**src/rtl/bit4_serial_receiver.sv**
```systemverilog
// Purpose: reassemble framed serial bits (MSB- or LSB-first per frame) into WIDTH-bit words.
// Latency: word is on y with out_valid one cycle after its last bit is sampled.
// Backpressure: one-entry output buffer; a word completing while the buffer is full and not draining is dropped and flags sticky overflow.
module bit4_serial_receiver #(
    parameter int WIDTH = 4
) (
    input  logic             clk,
    input  logic             rst_n,
    input  logic             ser_valid,
    input  logic             ser_bit,
    input  logic             ser_start,
    input  logic             lsb_first,
    input  logic             out_ready,
    input  logic             ovf_clr,
    output logic             out_valid,
    output logic [WIDTH-1:0] y,
    output logic             busy,
    output logic             frame_err,
    output logic             overflow
);

    localparam int CW = $clog2(WIDTH + 1);

    typedef enum logic {
        IDLE  = 1'b0,
        SHIFT = 1'b1
    } state_t;

    state_t           state;
    logic [CW-1:0]    cnt;
    logic [WIDTH-1:0] sr;
    logic             lsb_q;

    logic [WIDTH-1:0] start_word;
    logic [WIDTH-1:0] shift_word;
    logic             word_done;
    logic             buf_accept;

    // Next shift-register images and the completion / buffer-space decisions.
    always_comb begin
        start_word = '0;
        shift_word = '0;
        word_done  = 1'b0;
        buf_accept = 1'b0;
        // First bit lands at the end it will be shifted away from.
        if (lsb_first) begin
            start_word = {ser_bit, {(WIDTH-1){1'b0}}};
        end else begin
            start_word = {{(WIDTH-1){1'b0}}, ser_bit};
        end
        if (lsb_q) begin
            shift_word = {ser_bit, sr[WIDTH-1:1]};
        end else begin
            shift_word = {sr[WIDTH-2:0], ser_bit};
        end
        // A start strobe on the last bit position is a restart, never a completion.
        word_done  = (state == SHIFT) && ser_valid && !ser_start &&
                     (cnt == CW'(WIDTH - 1));
        // Buffer can take a new word if empty or being drained this cycle.
        buf_accept = !out_valid || out_ready;
    end

    // Frame FSM, shift register, output buffer and status flags.
    always_ff @(posedge clk) begin
        if (!rst_n) begin
            state     <= IDLE;
            cnt       <= '0;
            sr        <= '0;
            lsb_q     <= 1'b0;
            y         <= '0;
            out_valid <= 1'b0;
            frame_err <= 1'b0;
            overflow  <= 1'b0;
        end else begin
            frame_err <= 1'b0;

            case (state)
                IDLE: begin
                    if (ser_valid && ser_start) begin
                        lsb_q <= lsb_first;
                        sr    <= start_word;
                        cnt   <= CW'(1);
                        state <= SHIFT;
                    end
                end
                SHIFT: begin
                    if (ser_valid) begin
                        if (ser_start) begin
                            // Abandon the partial word and begin again with this bit.
                            lsb_q     <= lsb_first;
                            sr        <= start_word;
                            cnt       <= CW'(1);
                            frame_err <= 1'b1;
                        end else if (cnt == CW'(WIDTH - 1)) begin
                            sr    <= '0;
                            cnt   <= '0;
                            state <= IDLE;
                        end else begin
                            sr  <= shift_word;
                            cnt <= cnt + CW'(1);
                        end
                    end
                end
                default: begin
                    state <= IDLE;
                    cnt   <= '0;
                end
            endcase

            // y only moves when the buffer is empty or its word leaves this cycle.
            if (word_done && buf_accept) begin
                y         <= shift_word;
                out_valid <= 1'b1;
            end else if (out_valid && out_ready) begin
                out_valid <= 1'b0;
            end

            // Clear first so a coinciding drop still sets the flag.
            if (ovf_clr) begin
                overflow <= 1'b0;
            end
            if (word_done && !buf_accept) begin
                overflow <= 1'b1;
            end
        end
    end

    assign busy = (state == SHIFT);

endmodule

```
**config.mk**
```make
export PLATFORM = sky130hd
export DESIGN_NAME = bit4_serial_receiver
export DESIGN_NICKNAME = d
export VERILOG_FILES = /design/src/rtl/bit4_serial_receiver.sv
export SDC_FILE = /design/constraint.sdc
export NUM_CORES = 1
export LEC_CHECK = 0
export CAP_MARGIN = 20
export CORE_AREA = 2 2 43 45
export DETAILED_ROUTE_END_ITERATION = 6
export DIE_AREA = 0 0 45 47
export GPL_TIMING_DRIVEN = 0
export PLACE_DENSITY_LB_ADDON = 0.05
export SETUP_SLACK_MARGIN = 0.15
export SLEW_MARGIN = 30
export SYNTH_ARGS = -nofsm -noshare
export SYNTH_HDL_FRONTEND = slang
export SYNTH_SLANG_ARGS = --single-unit
export TNS_END_PERCENT = 10
```
**constraint.sdc**
```tcl
create_clock -name clk -period 1.95 [get_ports clk]
set_clock_uncertainty 0.15 [all_clocks]
set_input_delay 0.2925 -clock clk [delete_from_list [all_inputs] [get_ports clk]]
set_output_delay 0.2925 -clock clk [all_outputs]
set_load 0.005 [all_outputs]
```
After elaboration in Yosys (flattened, before gate mapping). Index checks and enable logic that the tools add are counted.

Register bits: 16. Latch bits: 0. RAM bits: 0. ROM bits: 0. Input port bits: 8. Output and inout port bits: 8. Logic and storage cells: 56. Memories kept: 0.

Add/subtract/negate cells: 1. Multipliers: 0. Divide/modulo/power cells: 0. $lt $le $gt $ge: 0. Equality and inequality tests: 4. Shift-type cells: 0. Mux-type cells: 26. Bitwise gates (word level): 1. Reduce and logical (&&, ||, !) cells: 16.

Operators by type and width (count): $mux 4 (6); $mux 1 (12); $mux 3 (4); $pmux 4 s2 (1); $logic_and 1x1->1 (7); $ne 2x2->1 const B (3); $pmux 3 s2 (1); $reduce_and 3->1 (2); $pmux 1 s2 (2); $reduce_bool 2->1 (2); $add 3x1->3 const B (1); $eq 3x2->1 const B (1); $logic_not 1->1 (3); $reduce_and 2->1 (1); $logic_or 1x1->1 (1); $not 1->1 (1).

Logic depth before layout (Yosys ltp).
Depth after elaboration: 5. Gate-level depth with buffers: 5.

Worst setup path before layout. Ideal clock, no wire load.

Path kind: reg2reg. Start: register cnt[0]. End: register y[0]. Library setup time: 118 ps. Arrival: 1270 ps. Required time: 1682 ps. Path slack: 412 ps. Stages on the path, launching flop included: 6. Buffers on the path: 1. Cell sequence: dfxtp_1 -> ha_1 -> nand2b_1 -> or4_4 -> buf_6 -> mux2i_1.

Word-level cells in the longest chain between the ends: 3.

RTL lines: from (decl) (line 30) `logic [CW-1:0] cnt;`; from (signal assigned) (line 100) `cnt <= cnt + CW'(1);`; $eq 3x2->1 (line 58) `(cnt == CW'(WIDTH - 1));`; $logic_and 1x1->1 (line 57) `word_done = (state == SHIFT) && ser_valid && !ser_start &&`; $logic_and 1x1->1 (line 111) `if (word_done && buf_accept) begin`; to (signal assigned) (line 112) `y <= shift_word;`; to (decl) (line 16) `output logic [WIDTH-1:0] y,`.

No other way between the ends. A chain may end at the register's enable or synchronous reset.

Worst setup path in the final report.
Start: input port ser_start. End: register sr[3].

Word-level cells in the longest chain between the ends: 3. Elaborated cells on any way between the ends: 6. Classes of those cells: eq/ne: 1; mux: 3; reduce/logical: 2.

RTL lines: from (decl) (line 11) `input logic ser_start,`; $mux 4 / $logic_and 1x1->1 (equally long branches) (line 88, 79); $mux 4 / $ne 2x2->1 (equally long branches); $pmux 4 s2 / $reduce_and 2->1 (equally long branches); to (signal assigned) (line 81) `sr <= start_word;`; to (signal assigned) (line 91) `sr <= start_word;`; to (signal assigned) (line 99) `sr <= shift_word;`; to (decl) (line 31) `logic [WIDTH-1:0] sr;`.

Parallel ways exist; a longest one is shown, timed or not. The select of a mux whose other input is x is not followed.

==> results.toml <==
[logic_synthesis]
synthAdderAreaFrac_pct = 1.72
yosys-mux-area-fraction_pct = 11.7
synth-simple-area-share_pct = 23.9
syn_area_sq_um = 728
synth_area_per_cell_sq_um = 8.88
yosysWarnings = 0
synth_top_family_by_area = "simple AND/OR/NAND/NOR gates"
synthCells = 82
netlist-cell-type-count = 28
synth_edf_count = 0
yosysSeqAreaShare_pct = 44.0
synth-xor-area-share_pct = 0
synthArstFlopShare_pct = 0
syn_nets = 91
synth_ff_type = "dfxtp_1"
ys_ff_latch = 16
synth-compound-area-share_pct = 14.1

[status]
status = "finished, final reports clean"

[place]
dp_cells = 113
routabilityCongestion = 0.847
hpwl_um = 1080
port_buffers = 14

[worst_setup_path]
arrival_ns = 1.74
crit_path_end_kind = "register"
worstPathCellList = "clkdlybuf4s50_1, clkbuf_1, o21ai_0, a31oi_1, a21oi_1"
startpoint_type = "input pin"
path_class = "input pin to register"
path_max_fanout = 10
cpLargestDelayFamily = "buffers and inverters"
r2r_slack_ns = 0.30
worst_path_largest_cell_delay_ns = 0.50
worst-path-buf-inv = 2
required_ns = 1.98
slowest_stage = "clkdlybuf4s50_1"

[grt]
grt_pass1_wl_um = 2410
grtUsageTotal_pct = 16.2
grt_max_degree = 11
grt_overflow_total = 0
antenna_found_initial = 0
grt_pass1_vias = 547

[flow_run]
maxCapViolations = 0

[finish]
syn_to_final_growth_pct = 25.4
final_nets = 110
fillers = 156
instances_no_fill = 116
diodes = 0
drive_above_1_share_pct = 13.1

[cts]
cts_sinks = 16
clock_tree.buffer_depth = 2
insertion_delay_ns = 0.29
cts_tree = "built"
clk_pin_slew_ns = 0.09
htreeDepth = 1
cts_inserted_buffers = 3
clock-root-buffer = "clkbuf_4"

[drt]
vias = 640
drc_errors = 0
drt_pass1_iterations = 4
viasPerCell = 5.52
postRouteAntennaNets = 0
wirelength_um = 1460
drtIter0Drc = 8
wl_per_cell_um = 12.6

[sta]
setup_violations = 0
tightest_slew_ns = 0.522
finalMaxSlewViolations = 0
hold_violations = 0
rsz0062_at_grt = "no"
min_period_over_period_pct = 87.3
timing.fmax_ghz = 0.588
holdWs_ns = 0.0974
max-slew-margin-rel_pct = 64.8
finalCriticalPeriod_ns = 1.70

[floorplan]
core_area_sq_um = 1650
start_util_pct = 44.1
die_h_um = 47
num_io_pins = 16
die_x_um = 45
die_area_sq_um = 2120
rows = 15

[power_and_ir_drop]
power.density_nw_per_um2 = 632
p_leak_uw = 0.000356
max-vdd-ir-drop_uv = 366

[hold_path]
min_path_type = "input pin to register"
[repair_timing]
action | 4_1_cts | 5_1_grt
resized for setup | 0 | 1
endpoints found under the setup margin | 0 | 1
hold buffers | 0 | 0
buffers inserted | 0 | 0
[cell usage after synthesis (2+ instances only)]
cell / count / area (sq um)
a21oi_1: 4 / 20.0
a31oi_1: 3 / 18.8
clkbuf_1: 3 / 11.3
dfxtp_1: 16 / 320
mux2_2: 4 / 45.0
mux2i_1: 4 / 40.0
nand2_1: 16 / 60.1
nand3_1: 6 / 30.0
nor2b_1: 2 / 12.5
o21a_1: 2 / 15.0
o21ai_0: 5 / 25.0
[registers in the layout, summed over array words and instances (netlist names)]
| name | cells |
|---|---|
| busy | 1 |
| cnt | 3 |
| frame_err | 1 |
| lsb_q | 1 |
| out_valid | 1 |
| overflow | 1 |
| sr | 4 |
| y | 4 |
[layout make-up]
type	count	area, sq um	share of cell area (%)
Sequential cell	16	322	35.2
Inverter	1	3.75	0.411
Clock buffer	3	22.5	2.47
Multi-Input combinational cell	60	374	41.0
Tap cell	17	21.3	2.33
Timing Repair Buffer	14	140	15.3
Buffer	5	30.0	3.29
[placed cells by master (no fill, tap or decap), drive strengths merged]
master / Yosys / final
inv: 1 / 1
and3b: 1 / 1
nor2b: 2 / 2
nand3b: 1 / 1
nor3: 1 / 1
nand2b: 1 / 1
buf: 2 / 2
nand4: 1 / 1
a21o: 1 / 1
a31o: 1 / 1
a21oi: 4 / 4
mux2i: 4 / 4
o21a: 2 / 2
a21boi: 1 / 1
or4: 1 / 1
nand2: 17 / 17
clkdlybuf4s50: 0 / 14
ha: 1 / 1
a31oi: 3 / 3
nand4b: 1 / 1
nor3b: 1 / 1
o21ai: 5 / 5
mux2: 4 / 4
clkbuf: 3 / 6
dfxtp: 16 / 16
nor2: 1 / 1
nand3: 6 / 6
[worst register-to-register path, cell delays in order, from the launching register on]
cell and delay, ns:
dfxtp_1 0.35, ha_1 0.17, nand2b_1 0.17, or4_4 0.45, buf_6 0.15, mux2i_1 0.11
[metrics by stage]
step	total power [uW]	cell area, sq um	util, %	setup slack, ns	TNS, ns
after detailed placement	412	890	53.9	-0.0265	-0.0265
after floorplan	384	728	-	0.412	0
after global routing	606	913	55.3	0.203	0
after global placement	412	890	53.9	-0.0254	-0.0254
after CTS	585	912	55.2	0.197	0
final	578	913	55.3	0.248	0
[report_power, final]
group          internal (uW)  switching [uW]  leakage, uW
Combinational           31.7            31.6     0.000212
Sequential               335            7.24     0.000130
Clock                   71.8             101    0.0000138
Total                    438             140     0.000356
[per-layer routing]
metal / GRT usage (%) / part of all wire [%] / vias up
met3: 3.46 / 4.7 / 5
met1: 21.9 / 50 / 291
li1: - / - / 325
met2: 24.0 / 43 / 19
met5: 0 / 0 / -
met4: 8.82 / 2.5 / 0
[worst paths after layout]
path                                          start             endpoint  cells past startpoint
worst max-delay path                      ser_start   sr[3]$_SDFFE_PN0P_                      5
worst max register to register  cnt[0]$_SDFFE_PN0P_    y[0]$_SDFFE_PN0P_                      5
worst min-delay path                      ser_valid  cnt[2]$_SDFFE_PN0P_                      2
worst min register to register  cnt[2]$_SDFFE_PN0P_  cnt[2]$_SDFFE_PN0P_                      2
[logic make-up (layout without fill, tap and decap cells)]
kind of cell / Yosys count / count (layout)
flip-flops: 16 / 16
adder cells (fa/ha/maj): 1 / 1
AND/OR/NAND/NOR: 34 / 34
AO/OA/AOI/OAI: 17 / 17
multiplexers: 8 / 8
buffers and inverters: 6 / 23
Note: power is estimated with default switching activity, not from simulation.
